--- src/rtl/hazard_stall_ctrl.sv ---
// Pipeline sequencing for the 5-stage core: load-use bubbles, EX branch redirects, data-memory freeze.
// Enables and flushes are combinational from state and inputs; the pipeline holds while memory is not ready.
module hazard_stall_ctrl #(
  parameter int MEM_TIMEOUT = 255,
  parameter int CNT_W       = 32
) (
  input  logic             clk,
  input  logic             rst,
  input  logic [4:0]       ifid_rs1,
  input  logic [4:0]       ifid_rs2,
  input  logic             idex_memRead,
  input  logic [4:0]       idex_rd,
  input  logic             branch_taken,
  input  logic             mem_req,
  input  logic             mem_ready,
  output logic             PCWrite,
  output logic             IFID_write,
  output logic             IFID_flush,
  output logic             controlFlush,
  output logic             pipe_hold,
  output logic [1:0]       state,
  output logic [CNT_W-1:0] stall_cnt,
  output logic [CNT_W-1:0] flush_cnt,
  output logic [CNT_W-1:0] wait_cnt,
  output logic             mem_timeout
);

  typedef enum logic [1:0] {
    RUN      = 2'd0,
    LU_STALL = 2'd1,
    MEM_WAIT = 2'd2,
    REDIRECT = 2'd3
  } state_t;

  localparam int TMR_W = (MEM_TIMEOUT < 1) ? 1 : $clog2(MEM_TIMEOUT + 1);
  localparam logic [TMR_W-1:0] TMR_MAX = TMR_W'(MEM_TIMEOUT);

  state_t           state_q, state_nxt;
  logic [TMR_W-1:0] tmr_q, tmr_nxt;
  logic             mem_stall, lu_hazard;
  logic             stall_inc, flush_inc, wait_inc;

  assign state     = state_q;
  assign mem_stall = mem_req & ~mem_ready;
  assign lu_hazard = idex_memRead & (idex_rd != 5'd0) &
                     ((idex_rd == ifid_rs1) | (idex_rd == ifid_rs2));

  always_comb begin
    PCWrite      = 1'b1;
    IFID_write   = 1'b1;
    IFID_flush   = 1'b0;
    controlFlush = 1'b0;
    pipe_hold    = 1'b0;
    state_nxt    = RUN;
    stall_inc    = 1'b0;
    flush_inc    = 1'b0;
    wait_inc     = 1'b0;
    if (!rst) begin
      // bubbles flow into the pipe while reset is held
      PCWrite      = 1'b0;
      IFID_write   = 1'b0;
      IFID_flush   = 1'b1;
      controlFlush = 1'b1;
    end else if (mem_stall) begin
      PCWrite    = 1'b0;
      IFID_write = 1'b0;
      pipe_hold  = 1'b1;
      state_nxt  = MEM_WAIT;
      wait_inc   = 1'b1;
    end else if (branch_taken) begin
      IFID_flush   = 1'b1;
      controlFlush = 1'b1;
      state_nxt    = REDIRECT;
      flush_inc    = 1'b1;
    end else if (lu_hazard && state_q != LU_STALL) begin
      PCWrite      = 1'b0;
      IFID_write   = 1'b0;
      controlFlush = 1'b1;
      state_nxt    = LU_STALL;
      stall_inc    = 1'b1;
    end
    tmr_nxt = '0;
    if (wait_inc) tmr_nxt = (tmr_q == TMR_MAX) ? tmr_q : tmr_q + TMR_W'(1);
  end

  always_ff @(posedge clk) begin
    if (!rst) begin
      state_q     <= RUN;
      tmr_q       <= '0;
      stall_cnt   <= '0;
      flush_cnt   <= '0;
      wait_cnt    <= '0;
      mem_timeout <= 1'b0;
    end else begin
      state_q <= state_nxt;
      tmr_q   <= tmr_nxt;
      if (stall_inc && stall_cnt != '1) stall_cnt <= stall_cnt + CNT_W'(1);
      if (flush_inc && flush_cnt != '1) flush_cnt <= flush_cnt + CNT_W'(1);
      if (wait_inc  && wait_cnt  != '1) wait_cnt  <= wait_cnt  + CNT_W'(1);
      // sticky: only reset clears it
      if (wait_inc && tmr_nxt == TMR_MAX) mem_timeout <= 1'b1;
    end
  end

endmodule

--- config.mk ---
export PLATFORM = sky130hd
export DESIGN_NAME = hazard_stall_ctrl
export DESIGN_NICKNAME = d
export VERILOG_FILES = /design/src/rtl/hazard_stall_ctrl.sv
export SDC_FILE = /design/constraint.sdc
export NUM_CORES = 1
export LEC_CHECK = 0
export ABC_AREA = 1
export BUFFER_PORTS_ARGS = -buffer_cell sky130_fd_sc_hd__buf_2
export CAP_MARGIN = 25
export CORE_ASPECT_RATIO = 1.5
export CORE_MARGIN = 5
export CORE_UTILIZATION = 60
export CTS_CLUSTER_SIZE = 14
export DETAILED_ROUTE_END_ITERATION = 16
export GPL_TIMING_DRIVEN = 0
export PLACE_DENSITY = 0.86
export SYNTH_ARGS = -nofsm -noshare
export SYNTH_HDL_FRONTEND = slang
export SYNTH_SLANG_ARGS = --single-unit
--- constraint.sdc ---
create_clock -name clk -period 5.2 [get_ports clk]
set_clock_uncertainty 0.15 [all_clocks]
set_input_delay 0.52 -clock clk [delete_from_list [all_inputs] [get_ports clk]]
set_output_delay 0.52 -clock clk [all_outputs]
set_load 0.01 [all_outputs]
==> results of run 1 <==
layer usage:
layer / global-route usage [%] / share of wire [%]
met1: 28.86 / 38
met4: 10.50 / 2.5
met2: 50.63 / 53
met5: 0 / 0
met3: 4.407 / 5.6
worst min-delay path, stage by stage:
cell and delay [ps]:
sky130_fd_sc_hd__buf_2 90, sky130_fd_sc_hd__a21oi_1 50, sky130_fd_sc_hd__nor2_1 70
registers in the layout, summed over array words and instances, names as in the netlist:
signal,count
flush_cnt,32
mem_timeout,1
stall_cnt,32
state,2
tmr_q,8
wait_cnt,32
cells in the mapped netlist (7+ instances only):
cell	count
sky130_fd_sc_hd__nand3_2	13
sky130_fd_sc_hd__o21ai_0	25
sky130_fd_sc_hd__nor3_1	31
sky130_fd_sc_hd__nor2_4	7
sky130_fd_sc_hd__buf_2	7
sky130_fd_sc_hd__inv_1	87
sky130_fd_sc_hd__xnor2_1	15
sky130_fd_sc_hd__clkbuf_1	8
sky130_fd_sc_hd__buf_6	8
sky130_fd_sc_hd__nand2_1	265
sky130_fd_sc_hd__xor2_1	23
sky130_fd_sc_hd__nand3_1	53
sky130_fd_sc_hd__nand4_1	22
sky130_fd_sc_hd__dfxtp_1	107
sky130_fd_sc_hd__a21oi_1	91
sky130_fd_sc_hd__nor2_1	138
metrics by stage:
step	hold WS, ps	utilization (%)	power, mW	instance area (um^2)
global route	326.2	71.22	1.661	7178
global placement	284.6	68.29	0.9339	6883
finish	264.8	71.22	1.607	7178
floorplan	324.0	-	0.9024	6121
detailed placement	290.9	68.29	0.9358	6883
CTS	259.1	71.22	1.617	7178
power groups by stage:
stage / logic, mW / registers, mW / clock network, mW
after floorplan: 0.0567 / 0.846 / 0
after CTS: 0.0911 / 0.826 / 0.699
after global placement: 0.0888 / 0.845 / 0
final: 0.0905 / 0.826 / 0.690
after global routing: 0.102 / 0.826 / 0.733
after detailed placement: 0.0906 / 0.845 / 0
area by class of cell:
| type | count | area, um^2 |
|---|---|---|
| Sequential cell | 107 | 2142 |
| Inverter | 93 | 349.1 |
| Clock inverter | 2 | 35.03 |
| Fill cell | 906 | 2900 |
| Timing Repair Buffer | 123 | 615.6 |
| Buffer | 27 | 181.4 |
| Tap cell | 117 | 146.4 |
| Clock buffer | 13 | 260.3 |
| Multi-Input combinational cell | 716 | 3448 |
worst max path at each step:
| stage | start | endpoint | slack (ps) | depth (start not counted) |
|---|---|---|---|---|
| floorplan | rst | IFID_flush | 3210 | 4 |
| global placement | rst | controlFlush | 2780 | 5 |
| detailed placement | rst | controlFlush | 2790 | 5 |
| CTS | rst | controlFlush | 2790 | 5 |
| global route | rst | controlFlush | 2630 | 5 |
| finish | rst | controlFlush | 2800 | 5 |
kinds of logic (layout without fill, tap and decap cells):
group | Yosys count | count (layout) | share of synthesized area [%]
AO/OA/AOI/OAI | 124 | 124 | 10.38
XOR/XNOR | 38 | 38 | 5.437
adder cells (fa/ha/maj) | 4 | 4 | 0.8177
buffers and inverters | 120 | 258 | 8.667
flip-flops | 107 | 107 | 35.00
AND/OR/NAND/NOR | 550 | 550 | 39.70
layout by cell type (no fill, tap or decap), drive strengths merged:
cell type  netlist  routed
or2              1       1
dfxtp          107     107
o21ai           26      26
nand3b           3       3
xnor2           15      15
nor4             5       5
o21a             3       3
nand3           66      66
a21oi           91      91
inv             93      93
and3             1       1
buf             19     142
clkinv           0       1
xor2            23      23
nor2           151     151
a31o             1       1
nand4           23      23
ha               4       4
nor3            32      32
a31oi            3       3
bufinv           0       1
clkbuf           8      21
nand2          268     268
==> results.sh, run 1 <==
export IMPL_count_of_flip_flops_with_a_built_in_enable_after_synthesis=0
export IMPL_cts_repair_resized=0
export IMPL_clkTransAtPathRegs_ps=70
export IMPL_worst_hold_startpoint="branch_taken"
export IMPL_drive_above_1_share_pct=17.85
export IMPL_proportion_of_synthesized_flip_flops_having_asynchronous_set_or_reset_pct=0
export IMPL_synth_lib_cells_used_distinct=33
export IMPL_clockRootBuffer="sky130_fd_sc_hd__clkbuf_16"
export IMPL_ys_seq_elements=107
export IMPL_layout_area_overhead_vs_synth_pct=17.27
export IMPL_post_synth_inst_count=943
export IMPL_tritoncts_num_sinks=107
export IMPL_switching_power_mw=0.3561
export IMPL_final_setup_worst_slack_ps=2798
export IMPL_antenna_cells=0
export IMPL_synth_top_area_share_pct=35.00
export IMPL_clk_latency_ps=350
export IMPL_fin_crit_ps=2402
export IMPL_synth_warnings=0
export IMPL_nNetsFinal=1102
export IMPL_io_buffers=123
export IMPL_antenna_found_initial=0
export IMPL_slowest_cell_delay_on_critical_path_ps=400
export IMPL_grt_usage_pct=26.69
export IMPL_chipHeight_um=133.7
export IMPL_rr_worst_depth=13
export IMPL_max_slew_margin_pct=60.98
export IMPL_power_per_cell_area_nw_per_um2=223.9
export IMPL_outcome="complete, no violations"
export IMPL_via_count_of_the_first_global_routing_pass=5971
export IMPL_crit_path_end_kind="output port"
export IMPL_cell_internal_pwr_mw=1.251
export IMPL_detailedPlacementHpwl_mm=12.85
export IMPL_power_sequential_fraction_pct=51.4
export IMPL_placed_cells_incl_taps=1183
export IMPL_clock_power_share_pct=42.9
export IMPL_worst_setup_path_start_kind="input pin"
export IMPL_placeableCoreArea_um2=10080
export IMPL_worst_setup_slack_before_clock_tree_synthesis_ps=2792
export IMPL_netlist_top_cells_area="sky130_fd_sc_hd__dfxtp_1 35%, sky130_fd_sc_hd__nand2_1 16%, sky130_fd_sc_hd__nor2_1 8.5%"
export IMPL_drt_first_pass_iters=5
export IMPL_crit_chain="buf_4, clkbuf_1, clkbuf_1, o21ai_0, buf_2"
export IMPL_die_area_um2=12360
export IMPL_finalCritPeriodShare_pct=46.19
export IMPL_path_common_cell="sky130_fd_sc_hd__clkbuf_1"
export IMPL_ctsLongestPathBuffers=2
export IMPL_crit_fanout=10
export IMPL_wl_per_cell_um=13.82
export IMPL_placement_rows=45
export IMPL_final_hold_violation_count=0
export IMPL_route_vias_total=6504
export IMPL_leading_area_contributor_after_synthesis="sky130_fd_sc_hd__dfxtp_1"
export IMPL_timing_setup_critical_path_class="in -> out"
export IMPL_power_leakage_nw=3.056
export IMPL_yosys_most_used_dff="sky130_fd_sc_hd__dfxtp_1"
export IMPL_totalWireLength_mm=16.56
export IMPL_cts_max_level=3
export IMPL_worstPathArrival_ps=1730
export IMPL_cts_setup_buffers=0
export IMPL_fin_setup_tns_ps=0
export IMPL_r2r_start="wait_cnt[0]$_SDFFE_PN0P_"
export IMPL_number_of_buffers_created_by_cts=9
export IMPL_cpLargestDelayFamily="buffers and inverters"
export IMPL_maxCapViolations=0
export IMPL_mappedNetlistNets=968
export IMPL_timing_hold_worst_class="in -> reg"
export IMPL_power_switching_fraction_pct=22.16
export IMPL_reg2reg_slack_ps=2880
export IMPL_grt_max_degree=16
export IMPL_ios=125
export IMPL_tritoncts_clock_tree="built"
export IMPL_grt_overflow=0
export IMPL_worstReg2RegEnd="wait_cnt[7]$_SDFFE_PN0P_"
export IMPL_max_clock_freq_ghz=0.4163
export IMPL_chipWidth_um=92.47
export IMPL_ir_drop_mv=0.1847
export IMPL_worst_hold_path_num_cells=3
export IMPL_synth_area_um2=6121
export IMPL_critical_path_slowest_cell="sky130_fd_sc_hd__clkbuf_1"
export IMPL_fin_cells=1198
export IMPL_ys_seq_area_share_pct=35.00
export IMPL_gp_congestion=0.9659
export IMPL_initial_utilization_pct=60.73
export IMPL_worstPathRequired_ps=4530
export IMPL_finalMaxSlewViolations=0
export IMPL_drt_drc_violations_left=0
export IMPL_cp_buffers_inverters=4
export IMPL_whs_endpoint="state[0]$_SDFF_PP0_"
export IMPL_postCtsHoldBufs=0
export IMPL_synth_avg_cell_area_um2=6.491
export IMPL_ant_nets=0
export IMPL_max_slew_worst_pin_slew_ps=585.3
export IMPL_rsz0062_at_grt="no"
export IMPL_power_frac_comb_pct=5.6
export IMPL_detailedRoute_firstIterationViolations=432
export IMPL_grt_pass1_wl_mm=27.19
export IMPL_viasPerCell=5.429
export IMPL_setup_viol=0
Power figures use the tool's default switching activity.
==> inputs of run 2 (changes only) <==
--- a/config.mk
+++ b/config.mk
@@ -10,11 +10,11 @@
 export CAP_MARGIN = 25
 export CORE_ASPECT_RATIO = 1.5
 export CORE_MARGIN = 5
-export CORE_UTILIZATION = 60
+export CORE_UTILIZATION = 56
 export CTS_CLUSTER_SIZE = 14
 export DETAILED_ROUTE_END_ITERATION = 16
 export GPL_TIMING_DRIVEN = 0
-export PLACE_DENSITY = 0.86
+export PLACE_DENSITY = 0.81
 export SYNTH_ARGS = -nofsm -noshare
 export SYNTH_HDL_FRONTEND = slang
 export SYNTH_SLANG_ARGS = --single-unit
==> constraint.sdc (replaced) <==
create_clock -name clk -period 2.5 [get_ports clk]
set_clock_uncertainty 0.15 [all_clocks]
set_input_delay 0.25 -clock clk [delete_from_list [all_inputs] [get_ports clk]]
set_output_delay 0.25 -clock clk [all_outputs]
set_load 0.01 [all_outputs]
==> results.sh, run 2 (synthesized netlist as in run 1, its figures left out) <==
export IMPL_drt_first_pass_iters=5
export IMPL_tritoncts_clock_tree="built"
export IMPL_worst_setup_path_start_kind="flip-flop"
export IMPL_antenna_found_initial=0
export IMPL_die_area_um2=13160
export IMPL_power_per_cell_area_nw_per_um2=487.5
export IMPL_layout_filler_cells=1004
export IMPL_timing_hold_worst_class="in -> reg"
export IMPL_grt_pass1_wl_mm=27.46
export IMPL_detailedPlacementHpwl_mm=12.97
export IMPL_mostFrequentLayoutCell="sky130_fd_sc_hd__nand2_1"
export IMPL_power_frac_comb_pct=5.4
export IMPL_largest_registers="flush_cnt (32), stall_cnt (32), wait_cnt (32)"
export IMPL_totalWireLength_mm=16.61
export IMPL_outcome="complete, no violations"
export IMPL_power_switching_fraction_pct=21.53
export IMPL_cts_repair_resized=0
export IMPL_number_of_buffers_created_by_cts=9
export IMPL_grt_max_degree=17
export IMPL_fin_setup_tns_ps=0
export IMPL_ir_drop_mv=0.3382
export IMPL_route_vias_total=6381
export IMPL_switching_power_mw=0.7631
export IMPL_worstPathRequired_ps=2560
export IMPL_worstReg2RegEnd="wait_cnt[17]$_SDFFE_PN0P_"
export IMPL_detailedRoute_firstIterationViolations=305
export IMPL_setup_viol=0
export IMPL_timing_setup_critical_path_class="reg -> reg"
export IMPL_final_hold_violation_count=0
export IMPL_rsz0062_at_grt="no"
export IMPL_crit_path_end_kind="flip-flop"
export IMPL_power_leakage_nw=3.084
export IMPL_reg2reg_slack_ps=230
export IMPL_placeableCoreArea_um2=10650
export IMPL_worstSetupStartpoint="wait_cnt[0]$_SDFFE_PN0P_"
export IMPL_grt_overflow=0
export IMPL_max_slew_worst_pin_slew_ps=565.1
export IMPL_tritoncts_num_sinks=107
export IMPL_chipWidth_um=95.36
export IMPL_io_buffers=123
export IMPL_layout_area_overhead_vs_synth_pct=18.77
export IMPL_fin_crit_ps=2265
export IMPL_placement_rows=46
export IMPL_rr_worst_depth=13
export IMPL_ant_nets=0
export IMPL_clk_latency_ps=340
export IMPL_drive_above_1_share_pct=18.01
export IMPL_max_slew_margin_pct=62.33
export IMPL_layout_common_cells="265 x sky130_fd_sc_hd__nand2_1, 138 x sky130_fd_sc_hd__nor2_1, 130 x sky130_fd_sc_hd__buf_2"
export IMPL_nNetsFinal=1103
export IMPL_r2r_start="wait_cnt[0]$_SDFFE_PN0P_"
export IMPL_via_count_of_the_first_global_routing_pass=6089
export IMPL_clock_power_share_pct=46.1
export IMPL_stdcell_area_um2=7269
export IMPL_viasPerCell=5.200
export IMPL_wl_per_cell_um=13.54
export IMPL_maxCapViolations=0
export IMPL_antenna_cells=0
export IMPL_crit_fanout=10
export IMPL_finalHoldWorstSlack_ps=147.6
export IMPL_ios=125
export IMPL_finalMaxSlewViolations=0
export IMPL_cell_internal_pwr_mw=2.781
export IMPL_critical_path_endpoint="wait_cnt[17]$_SDFFE_PN0P_"
export IMPL_grt_usage_pct=25.40
export IMPL_ctsLongestPathBuffers=2
export IMPL_worstPathArrival_ps=2330
export IMPL_power_sequential_fraction_pct=48.5
export IMPL_dpl_instance_area_um2=6917
export IMPL_finalCritPeriodShare_pct=90.61
export IMPL_cts_max_level=3
export IMPL_clockRootBuffer="sky130_fd_sc_hd__clkbuf_16"
export IMPL_max_clock_freq_ghz=0.4414
export IMPL_drt_drc_violations_left=0
export IMPL_initial_utilization_pct=57.49
export IMPL_chipHeight_um=138.0
export IMPL_clkTransAtPathRegs_ps=70
export IMPL_gp_congestion=0.9440
## run 2: area by class of cell
| type | instances | area (um^2) | area share (%) |
|---|---|---|---|
| buffer | 27 | 181.4 | 2.496 |
| clock buffer | 11 | 242.7 | 3.339 |
| clock inverter | 5 | 100.1 | 1.377 |
| inverter | 93 | 349.1 | 4.802 |
| multi-input combinational | 716 | 3448 | 47.44 |
| sequential | 107 | 2142 | 29.47 |
| tap | 144 | 180.2 | 2.478 |
| timing repair buffer | 124 | 625.6 | 8.606 |
## run 2: timing repair
| action | in CTS | in global routing |
|---|---|---|
| buffers inserted | 0 | 0 |
| setup endpoints to repair | 0 | 0 |
| endpoints found under the hold margin | 1 | 0 |
| hold buffers | 1 | 0 |
## run 2: per-layer routing
layer | GRT usage [%] | up-vias | wire length, um
li1 | - | 3315 | -
met1 | 28.15 | 2881 | 6545
met2 | 47.07 | 158 | 8871
met3 | 4.506 | 27 | 857
met4 | 8.745 | 0 | 340
met5 | 0 | - | 0
## run 2: worst min path at each step
stage                                     end  cells past startpoint                      from
finish                    state[1]$_SDFF_PN0_                      4                 mem_ready
global route        stall_cnt[8]$_SDFFE_PN0P_                      4                       rst
CTS                       state[1]$_SDFF_PN0_                      4                 mem_ready
detailed placement   mem_timeout$_SDFFE_PN0P_                      2  mem_timeout$_SDFFE_PN0P_
global placement     mem_timeout$_SDFFE_PN0P_                      2  mem_timeout$_SDFFE_PN0P_
floorplan                 state[0]$_SDFF_PP0_                      2              branch_taken
## run 2: critical path, cell delays in order (launching register included)
cell and delay, ps:
sky130_fd_sc_hd__dfxtp_1 440, sky130_fd_sc_hd__ha_1 210, sky130_fd_sc_hd__nand2_1 90, sky130_fd_sc_hd__nor2_2 140, sky130_fd_sc_hd__nand2_2 110, sky130_fd_sc_hd__nor2_2 140, sky130_fd_sc_hd__inv_2 60, sky130_fd_sc_hd__nor2_2 150
sky130_fd_sc_hd__nand2_1 110, sky130_fd_sc_hd__nand2_4 130, sky130_fd_sc_hd__inv_2 80, sky130_fd_sc_hd__buf_2 190, sky130_fd_sc_hd__nand2_1 90, sky130_fd_sc_hd__a21oi_1 60
## run 2: power groups by stage
stage	Combinational (mW)	Clock [mW]	Sequential [mW]
after global placement	0.186	0	1.76
after detailed placement	0.189	0	1.76
after floorplan	0.118	0	1.76
after global routing	0.215	1.72	1.72
final	0.191	1.63	1.72
after CTS	0.192	1.65	1.72
## run 2: metrics by stage
stage                     instances  power (mW)  setup WS, ps  util, %
after floorplan                 943       1.877         512.1        -
after detailed placement       1210       1.946         282.7    64.96
after global routing           1227       3.652         43.50    68.27
after CTS                      1227       3.563         269.4    68.27
after global placement         1210       1.944         306.9    64.96
final                          1227       3.544         234.7    68.27
==> inputs of run 3 (changes only) <==
--- a/config.mk
+++ b/config.mk
@@ -6,7 +6,7 @@
 export NUM_CORES = 1
 export LEC_CHECK = 0
 export ABC_AREA = 1
-export BUFFER_PORTS_ARGS = -buffer_cell sky130_fd_sc_hd__buf_2
+export BUFFER_PORTS_ARGS = -buffer_cell sky130_fd_sc_hd__clkbuf_2
 export CAP_MARGIN = 25
 export CORE_ASPECT_RATIO = 1.5
 export CORE_MARGIN = 5
==> results.sh, run 3 (synthesized netlist as in run 1, its figures left out) <==
export IMPL_outcome="complete, no violations"
export IMPL_clock_power_share_pct=43.1
export IMPL_detailedRoute_firstIterationViolations=333
export IMPL_final_hold_violation_count=0
export IMPL_grt_overflow=0
export IMPL_slowest_cell_delay_on_critical_path_ps=420
export IMPL_power_sequential_fraction_pct=51.3
export IMPL_r2r_start="wait_cnt[0]$_SDFFE_PN0P_"
export IMPL_placeableCoreArea_um2=10650
export IMPL_drt_drc_violations_left=0
export IMPL_worstReg2RegEnd="wait_cnt[7]$_SDFFE_PN0P_"
export IMPL_layout_filler_cells=1010
export IMPL_power_per_cell_area_nw_per_um2=463.5
export IMPL_max_slew_worst_pin_slew_ps=563.7
export IMPL_power_frac_comb_pct=5.6
export IMPL_nNetsFinal=1102
export IMPL_power_switching_fraction_pct=23.61
export IMPL_totalWireLength_mm=16.33
export IMPL_die_area_um2=13160
export IMPL_initial_utilization_pct=57.49
export IMPL_antenna_found_initial=0
export IMPL_chipWidth_um=95.36
export IMPL_worst_setup_path_start_kind="flip-flop"
export IMPL_max_slew_margin_pct=62.42
export IMPL_fin_cells=1226
export IMPL_path_common_cell="sky130_fd_sc_hd__nor2_2"
export IMPL_setup_viol=0
export IMPL_worst_hold_startpoint="branch_taken"
export IMPL_layout_area_overhead_vs_synth_pct=17.99
export IMPL_ant_nets=0
export IMPL_tritoncts_clock_tree="built"
export IMPL_rr_worst_depth=13
export IMPL_via_count_of_the_first_global_routing_pass=6069
export IMPL_crit_fanout=10
export IMPL_grt_pass1_wl_mm=27.37
export IMPL_maxCapViolations=0
export IMPL_crit_path_end_kind="flip-flop"
export IMPL_critical_path_slowest_cell="sky130_fd_sc_hd__dfxtp_1"
export IMPL_clkTransAtPathRegs_ps=70
export IMPL_crit_chain="ha_1, nand2_1, nor2_2, nand2_2, nor2_2, inv_2, nor2_2, nand2_1, nand2_4, buf_6, nor2_1, o21ai_0, a21oi_1"
export IMPL_mostFrequentLayoutCell="sky130_fd_sc_hd__nand2_1"
export IMPL_worstPathArrival_ps=2380
export IMPL_finalHoldWorstSlack_ps=16.90
export IMPL_ios=125
export IMPL_antenna_cells=0
export IMPL_ir_drop_mv=0.3346
export IMPL_drt_first_pass_iters=5
export IMPL_cell_internal_pwr_mw=2.557
export IMPL_layout_common_cells="265 x sky130_fd_sc_hd__nand2_1, 138 x sky130_fd_sc_hd__nor2_1, 123 x sky130_fd_sc_hd__clkbuf_2"
export IMPL_timing_setup_critical_path_class="reg -> reg"
export IMPL_finalMaxSlewViolations=0
export IMPL_ctsLongestPathBuffers=2
export IMPL_chipHeight_um=138.0
export IMPL_timing_hold_worst_class="in -> reg"
export IMPL_largest_registers="flush_cnt (32), stall_cnt (32), wait_cnt (32)"
export IMPL_clk_latency_ps=350
export IMPL_finalCritPeriodShare_pct=92.20
export IMPL_cp_buffers_inverters=2
export IMPL_fin_crit_ps=2305
export IMPL_route_vias_total=6365
export IMPL_fin_setup_tns_ps=0
export IMPL_gp_congestion=0.9420
export IMPL_grt_max_degree=19
export IMPL_tritoncts_num_sinks=107
export IMPL_rsz0062_at_grt="no"
export IMPL_cpLargestDelayFamily="simple AND/OR/NAND/NOR gates"
export IMPL_drive_above_1_share_pct=18.21
export IMPL_detailedPlacementHpwl_mm=12.89
export IMPL_grt_usage_pct=25.30
export IMPL_cts_max_level=3
export IMPL_placed_cells_incl_taps=1210
export IMPL_worstPathRequired_ps=2580
export IMPL_io_buffers=123
export IMPL_power_leakage_nw=2.961
export IMPL_worst_hold_path_num_cells=3
export IMPL_reg2reg_slack_ps=200
export IMPL_max_clock_freq_ghz=0.4339
export IMPL_number_of_buffers_created_by_cts=9
export IMPL_viasPerCell=5.192
export IMPL_placement_rows=46
export IMPL_clockRootBuffer="sky130_fd_sc_hd__clkbuf_16"
export IMPL_wl_per_cell_um=13.32
export IMPL_switching_power_mw=0.7904
export IMPL_whs_endpoint="state[0]$_SDFF_PP0_"
[run 3: per-stage QoR]
step	util [%]	power, mW	worst slack, ps	cell area, um^2
2_1_floorplan	-	1.877	512.1	6121
3_3_place_gp	64.96	1.944	298.6	6917
3_5_place_dp	64.96	1.947	286.3	6917
4_1_cts	67.81	3.382	176.7	7221
5_1_grt	67.83	3.477	4.982	7222
6_report	67.83	3.347	195.1	7222
[run 3: routing by layer]
metal | up-vias | share of wire (%) | global-route usage, %
li1 | 3314 | - | -
met1 | 2865 | 40 | 28.73
met2 | 151 | 52 | 45.55
met3 | 35 | 4.6 | 5.700
met4 | 0 | 2.7 | 8.213
met5 | - | 0 | 0
[run 3: worst max-delay path by stage]
stage                                    startpoint                          to  cells after the start  slack, ps
after floorplan           stall_cnt[0]$_SDFFE_PN0P_  stall_cnt[28]$_SDFFE_PN0P_                     12        510
after global placement     wait_cnt[1]$_SDFFE_PN0P_   wait_cnt[17]$_SDFFE_PN0P_                     13        300
after detailed placement   wait_cnt[1]$_SDFFE_PN0P_   wait_cnt[13]$_SDFFE_PN0P_                     13        290
after CTS                  wait_cnt[1]$_SDFFE_PN0P_    wait_cnt[7]$_SDFFE_PN0P_                     13        180
after global routing       wait_cnt[0]$_SDFFE_PN0P_    wait_cnt[7]$_SDFFE_PN0P_                     13          5
final                      wait_cnt[0]$_SDFFE_PN0P_    wait_cnt[7]$_SDFFE_PN0P_                     13        200
[run 3: cell type report]
class,count,area [um^2],share of cell area (%)
clock buffers,9,225.2,3.119
flip-flops and latches,107,2143,29.68
inverters,93,349.1,4.834
well taps,144,180.2,2.495
multi-input cells,716,3448,47.75
repair buffers,123,615.6,8.524
clock inverters,7,78.83,1.091
plain buffers,27,181.4,2.512
[run 3: timing repair]
item,in CTS,in global routing
setup buffers,0,0
endpoints found under the setup margin,0,1
hold buffers,0,0
gates resized for setup,0,1
[run 3: worst min-delay path, cell delays in order]
cell	delay (ps)
sky130_fd_sc_hd__clkbuf_2	90
sky130_fd_sc_hd__a21oi_1	50
sky130_fd_sc_hd__nor2_1	90
[run 3: power groups by stage]
stage                     registers, mW  logic (mW)  clock network, mW
after CTS                          1.72       0.190               1.48
after global placement             1.76       0.186                  0
after floorplan                    1.76       0.118                  0
after global routing               1.72       0.212               1.55
final                              1.72       0.188               1.44
after detailed placement           1.76       0.189                  0
